<file path="config.mk">
export PLATFORM = sky130hd
export DESIGN_NAME = ncl_count_sequencer
export DESIGN_NICKNAME = d
export VERILOG_FILES = /design/src/rtl/ncl_seq_pkg.sv /design/src/rtl/ncl_dr_completion.sv /design/src/rtl/ncl_count_sequencer.sv
export SDC_FILE = /design/constraint.sdc
export NUM_CORES = 1
export LEC_CHECK = 0
export CORE_MARGIN = 1
export CORE_UTILIZATION = 55
export CTS_CLUSTER_DIAMETER = 50
export DETAILED_ROUTE_END_ITERATION = 10
export GPL_TIMING_DRIVEN = 0
export MAX_ROUTING_LAYER = met4
export PLACE_DENSITY_LB_ADDON = 0.12
export SYNTH_ARGS = -nofsm -noshare
export SYNTH_HDL_FRONTEND = slang
export SYNTH_SLANG_ARGS = --single-unit
</file>
<file path="constraint.sdc">
create_clock -name clk -period 6.7 [get_ports clk]
set_input_delay 1.34 -clock clk [delete_from_list [all_inputs] [get_ports clk]]
set_output_delay 1.34 -clock clk [all_outputs]
set_load 0.01 [all_outputs]
</file>
<file path="src/rtl/ncl_seq_pkg.sv">
// Shared dual-rail codes and FSM state types for the NCL counter sequencer.
package ncl_seq_pkg;

  localparam logic [1:0] NULL    = 2'b00;
  localparam logic [1:0] DATA0   = 2'b01;
  localparam logic [1:0] DATA1   = 2'b10;
  localparam logic [1:0] ILLEGAL = 2'b11;

  typedef enum logic [1:0] {
    IssIdle,
    IssCinData,
    IssCinNull,
    IssDone
  } iss_state_e;

  typedef enum logic [1:0] {
    ConsIdle,
    ConsSumData,
    ConsSumNull,
    ConsDone
  } cons_state_e;

endpackage

</file>
<file path="src/rtl/ncl_dr_completion.sv">
// Synchronizer bank for N dual-rail pairs plus completion reduction on the synced rails.
module ncl_dr_completion
  import ncl_seq_pkg::*;
#(
  parameter int unsigned N           = 1,
  parameter int unsigned SYNC_STAGES = 2
) (
  input  logic           clk,
  input  logic           init,
  input  logic [2*N-1:0] dr,
  output logic [2*N-1:0] dr_sync,
  output logic           all_data,
  output logic           all_null,
  output logic           any_illegal
);

  logic [2*N-1:0] sync_q [SYNC_STAGES];

  always_ff @(posedge clk) begin
    if (init) begin
      for (int unsigned s = 0; s < SYNC_STAGES; s++) sync_q[s] <= '0;
    end else begin
      sync_q[0] <= dr;
      for (int unsigned s = 1; s < SYNC_STAGES; s++) sync_q[s] <= sync_q[s-1];
    end
  end

  assign dr_sync = sync_q[SYNC_STAGES-1];

  // Rails are monotonic within a phase, so a plain reduction of the synced value is safe.
  always_comb begin
    all_data    = 1'b1;
    all_null    = 1'b1;
    any_illegal = 1'b0;
    for (int unsigned i = 0; i < N; i++) begin
      all_data    &= (dr_sync[2*i +: 2] == DATA0) || (dr_sync[2*i +: 2] == DATA1);
      all_null    &= (dr_sync[2*i +: 2] == NULL);
      any_illegal |= (dr_sync[2*i +: 2] == ILLEGAL);
    end
  end

endmodule

</file>
<file path="src/rtl/ncl_count_sequencer.sv">
// Synchronous controller issuing carry-in wavefronts to an NCL counter ring and consuming
// its sum/carry-out wavefronts, returning the decoded count.
module ncl_count_sequencer
  import ncl_seq_pkg::*;
#(
  parameter int unsigned WIDTH       = 32,
  parameter int unsigned SYNC_STAGES = 2,
  parameter int unsigned TIMEOUT     = 255
) (
  input  logic               clk,
  input  logic               init,
  input  logic               req_valid,
  input  logic               req_inc,
  output logic               req_ready,
  output logic               resp_valid,
  output logic [WIDTH-1:0]   resp_count,
  output logic               resp_carry,
  output logic               resp_error,
  output logic               resp_mismatch,
  output logic [1:0]         cin_dr,
  input  logic               cin_ack,
  input  logic [2*WIDTH-1:0] sum_dr,
  input  logic [1:0]         cout_dr,
  output logic [WIDTH-1:0]   sum_ack,
  output logic               cout_ack
);

  localparam int unsigned   TW    = $clog2(TIMEOUT + 1);
  localparam logic [TW-1:0] TLAST = TW'(TIMEOUT - 1);

  iss_state_e       iss_q, iss_d;
  cons_state_e      cons_q, cons_d;
  logic [TW-1:0]    iss_tmr_q, iss_tmr_d, cons_tmr_q, cons_tmr_d;
  logic [1:0]       cin_q, cin_d;
  logic             ack_q, ack_d, rdy_q, rdy_d, valid_q, valid_d;
  logic             err_q, err_d, mis_q, mis_d, carry_q, carry_d;
  logic [WIDTH-1:0] count_q, count_d, shadow_q, shadow_d;

  logic [2*WIDTH+1:0] rail_sync;
  logic               rail_data, rail_null, rail_illegal;
  logic [1:0]         ack_sync;
  logic               ack_hi, ack_lo, ack_illegal;
  logic               accept, both_done, iss_wait, cons_wait, iss_to, cons_to, err_set;
  logic               unused_ack_sync;

  ncl_dr_completion #(
    .N          (WIDTH + 1),
    .SYNC_STAGES(SYNC_STAGES)
  ) u_rail_cmp (
    .clk        (clk),
    .init       (init),
    .dr         ({cout_dr, sum_dr}),
    .dr_sync    (rail_sync),
    .all_data   (rail_data),
    .all_null   (rail_null),
    .any_illegal(rail_illegal)
  );

  // cin_ack as a single pair {0, ack}: high reads as DATA, low as NULL.
  ncl_dr_completion #(
    .N          (1),
    .SYNC_STAGES(SYNC_STAGES)
  ) u_ack_cmp (
    .clk        (clk),
    .init       (init),
    .dr         ({1'b0, cin_ack}),
    .dr_sync    (ack_sync),
    .all_data   (ack_hi),
    .all_null   (ack_lo),
    .any_illegal(ack_illegal)
  );

  assign unused_ack_sync = ^ack_sync;

  assign accept    = req_valid & rdy_q;
  assign both_done = (iss_q == IssDone) && (cons_q == ConsDone);
  assign iss_wait  = (iss_q == IssCinData) || (iss_q == IssCinNull);
  assign cons_wait = (cons_q == ConsSumData) || (cons_q == ConsSumNull);
  assign iss_to    = iss_wait && (iss_tmr_q == TLAST);
  assign cons_to   = cons_wait && (cons_tmr_q == TLAST);
  assign err_set   = rail_illegal | ack_illegal | iss_to | cons_to;

  always_ff @(posedge clk) begin
    if (init) begin
      iss_q      <= IssIdle;
      cons_q     <= ConsIdle;
      iss_tmr_q  <= '0;
      cons_tmr_q <= '0;
      cin_q      <= NULL;
      ack_q      <= 1'b0;
      rdy_q      <= 1'b0;
      valid_q    <= 1'b0;
      err_q      <= 1'b0;
      mis_q      <= 1'b0;
      carry_q    <= 1'b0;
      count_q    <= '0;
      shadow_q   <= '0;
    end else begin
      iss_q      <= iss_d;
      cons_q     <= cons_d;
      iss_tmr_q  <= iss_tmr_d;
      cons_tmr_q <= cons_tmr_d;
      cin_q      <= cin_d;
      ack_q      <= ack_d;
      rdy_q      <= rdy_d;
      valid_q    <= valid_d;
      err_q      <= err_d;
      mis_q      <= mis_d;
      carry_q    <= carry_d;
      count_q    <= count_d;
      shadow_q   <= shadow_d;
    end
  end

  always_comb begin
    iss_d  = iss_q;
    cons_d = cons_q;
    case (iss_q)
      IssIdle:    if (accept) iss_d = IssCinData;
      IssCinData: if (ack_hi) iss_d = IssCinNull;
      IssCinNull: if (ack_lo) iss_d = IssDone;
      IssDone:    if (both_done) iss_d = IssIdle;
      default:    iss_d = IssIdle;
    endcase
    case (cons_q)
      ConsIdle:    if (accept) cons_d = ConsSumData;
      ConsSumData: if (rail_data) cons_d = ConsSumNull;
      ConsSumNull: if (rail_null) cons_d = ConsDone;
      ConsDone:    if (both_done) cons_d = ConsIdle;
      default:     cons_d = ConsIdle;
    endcase
    if (err_q || err_set) begin
      iss_d  = IssIdle;
      cons_d = ConsIdle;
    end
    // Timers restart on every state change and only run while waiting on the counter.
    iss_tmr_d  = (iss_wait && (iss_d == iss_q)) ? iss_tmr_q + 1'b1 : '0;
    cons_tmr_d = (cons_wait && (cons_d == cons_q)) ? cons_tmr_q + 1'b1 : '0;
  end

  always_comb begin
    cin_d    = cin_q;
    ack_d    = ack_q;
    count_d  = count_q;
    carry_d  = carry_q;
    shadow_d = shadow_q;
    mis_d    = mis_q;
    valid_d  = 1'b0;
    err_d    = err_q | err_set;
    if (accept) begin
      cin_d = req_inc ? DATA1 : DATA0;
      if (req_inc) shadow_d = shadow_q + 1'b1;
    end
    if ((iss_q == IssCinData) && ack_hi) cin_d = NULL;
    if ((cons_q == ConsSumData) && rail_data) begin
      for (int unsigned i = 0; i < WIDTH; i++) count_d[i] = rail_sync[2*i+1];
      carry_d = rail_sync[2*WIDTH+1];
      ack_d   = 1'b1;
    end
    if ((cons_q == ConsSumNull) && rail_null) ack_d = 1'b0;
    if (both_done && !err_d) begin
      valid_d = 1'b1;
      if (count_q != shadow_q) mis_d = 1'b1;
    end
    if (err_d) begin
      cin_d = NULL;
      ack_d = 1'b0;
    end
    rdy_d = (iss_d == IssIdle) && (cons_d == ConsIdle) && !err_d;
  end

  assign req_ready     = rdy_q;
  assign resp_valid    = valid_q;
  assign resp_count    = count_q;
  assign resp_carry    = carry_q;
  assign resp_error    = err_q;
  assign resp_mismatch = mis_q;
  assign cin_dr        = cin_q;
  assign sum_ack       = {WIDTH{ack_q}};
  assign cout_ack      = ack_q;

endmodule

</file>
==> results_dict.tcl <==
set metrics [dict create \
    syn_area_um2 9510 \
    critPathRequiredTime_ns 5.36 \
    area_delta_synth_final_pct 26.5 \
    post-route-drc-count 0 \
    powerDensity_nw_per_um2 243 \
    num_vias 7042 \
    crit_path_end_kind "primary output" \
    diodes 0 \
    power_leakage_nw 4.95 \
    criticalPathCategory "reg -> out" \
    final_util_pct 71.8 \
    final_nets 1312 \
    clk_path_buf_depth 3 \
    synthArstFlopShare_pct 0 \
    ioPinCount 143 \
    cts_max_level 1 \
    yosysMostFrequentCell "dfxtp_1" \
    yosys.area.top_type "dfxtp_1" \
    ys_types 51 \
    port_buffers 141 \
    dp_hpwl_mm 15.6 \
    ant_nets 0 \
    vdd_drop_max_mv 0.203 \
    post_cts_buffers 0 \
    fin_crit_ns 3.63 \
    insertion_delay_ns 0.51 \
    initial_core_util_pct 56.8 \
    final_area_um2 12000 \
    rows 47 \
    die_w_um 134 \
    first_pass_iters 5 \
    run_status "finished clean" \
    fin_cells 1399 \
    cts_resized 0 \
    grt_max_degree 35 \
    synth_compound_area_share_pct 4.52 \
    synth_common_cells "226 x dfxtp_1, 137 x nor2b_1, 90 x nand2_1" \
    dieArea_um2 17800 \
    wl_mm 20.2 \
    grt_pass1_vias 6761 \
    coreArea_um2 16800 \
    grt_pass1_wl_mm 32.9 \
    synth_fa_ha_area_share_pct 10.4 \
    place_area_um2 11200 \
    viasPerCell 5.03 \
    synth.area.top_cells "dfxtp_1 48%, ha_1 10%, nor2b_1 9.0%, xor2_1 5.3%, nand2_1 3.6%" \
    synthXorXnorAreaFrac_pct 6.44 \
    cts.sinks 226 \
    synthSimpleGateAreaFrac_pct 23.9 \
    netlist_instances 995 \
    slew_headroom_pct 31.2 \
    finalSetupViolations 0 \
    final_hold_viol_count 0 \
    cp_data_arrival_time_ns 2.29 \
    cap_violations 0 \
    avgSynthCellArea_um2 9.56 \
    hp-class "reg -> reg" \
    power_mw 2.93 \
    cts_tree "done" \
    die_h_um 134 \
    synth-seq-cells 226 \
    routabilityCongestion 0.986 \
    wl_per_cell_um 14.5 \
    clock-skew-final_ns 0.0104 \
    fmax_ghz 0.276 \
    period_share_pct 54.1 \
    tightest_slew_ns 1.03 \
    rsz0062_at_grt "false" \
    crit_fanout 34 \
    seqCellArea_um2 4520 \
    antenna_found_initial 0 \
    drt-initial-drc-count 259 \
    netlist.area_leader.share_pct 47.6 \
    synth_mux_area_share_pct 0.105 \
    syn_nets 1145 \
    synthFlopType "dfxtp_1" \
    grt.total_usage_pct 24.0 \
    synth_warnings 0 \
    ctsHoldBuffers 0 \
    clk_pin_slew_ns 0.06 \
    dp_cells 1356 \
    yosysSeqAreaShare_pct 47.6 \
    fill_cells 1267 \
    synth_edf_count 0 \
    synth_top_family_by_area "simple AND/OR/NAND/NOR gates" \
    start_kind "flip-flop" \
    fin_tns_setup_ns 0 \
    root_buffer "clkbuf_16" \
    grt_overflow 0 \
    drive_above_1_share_pct 8.65 \
    multi_input_area_um2 4320 \
    drv_slew 0 \
    cts_made_buffers 24 \
]
kinds of logic after synthesis:
family,after synthesis
compound gates,69
xor+xnor,70
fa+ha+maj,79
buf+inv,144
flops,226
mux,1
simple gates,406
layout by cell type, fill, tap and decap left out, drive strengths merged, types with 6 or more instances in the layout:
master	instances
a21oi	45
and3	7
and4	8
buf	38
clkbuf	62
clkdlybuf4s50	141
clkinv	6
dfxtp	226
ha	79
inv	77
nand2	92
nand3	27
nand4	27
nor2	47
nor2b	137
nor3	25
nor4	21
o21ai	7
or3	8
xnor2	12
xor2	58
where the power goes:
| group | switching [mW] | total, mW | internal (mW) |
|---|---|---|---|
| clock | 0.534 | 1.35 | 0.817 |
| combinational | 0.0798 | 0.168 | 0.0880 |
| sequential | 0.0231 | 1.41 | 1.38 |
flip-flops by register name, summed over array words and instances (netlist names):
name and flops:
cout_ack 1, u_rail_cmp.sync_q 132, resp_count 32, cons_q 2
cons_tmr_q 8, resp_carry 1, iss_tmr_q 8, resp_error 1
resp_mismatch 1, resp_valid 1, cin_dr 2, shadow_q 32
req_ready 1, u_ack_cmp.sync_q 2, iss_q 2
worst max-delay path, stage by stage, from the launching register on:
cell and delay, ns:
dfxtp_1 1.00, buf_4 0.24, clkdlybuf4s50_1 0.53
area by class of cell:
cell class | instances | share of cell area, %
plain buffers | 68 | 3.22
clock buffers | 32 | 5.83
clock inverters | 11 | 1.07
inverters | 76 | 2.37
multi-input cells | 625 | 35.9
flip-flops and latches | 226 | 37.6
well taps | 220 | 2.29
repair buffers | 141 | 11.7
stage by stage:
step,setup WS (ns),hold WS [ns]
6_report,3.07,0.433
4_1_cts,3.03,0.433
5_1_grt,2.84,0.456
3_3_place_gp,2.88,0.420
2_1_floorplan,3.83,0.414
3_5_place_dp,2.89,0.420
routing by layer:
metal	vias up	part of all wire, %	GRT usage (%)
met5	-	0	-
met4	0	3.5	8.84
met3	57	5.9	3.96
met2	226	46	39.5
met1	3220	44	29.5
li1	3539	-	-
worst paths after layout:
check                                  from                         to  slack, ns  depth (start not counted)
setup / recovery                   cout_ack                sum_ack[29]       3.07                          2
hold / removal     u_rail_cmp.sync_q[0][51]  u_rail_cmp.sync_q[0][117]       0.43                          1
setup reg to reg  u_rail_cmp.sync_q[0][131]             resp_count[28]       4.03                          9
hold reg to reg    u_rail_cmp.sync_q[0][51]  u_rail_cmp.sync_q[0][117]       0.43                          1
(Power assumes the default switching activity.)
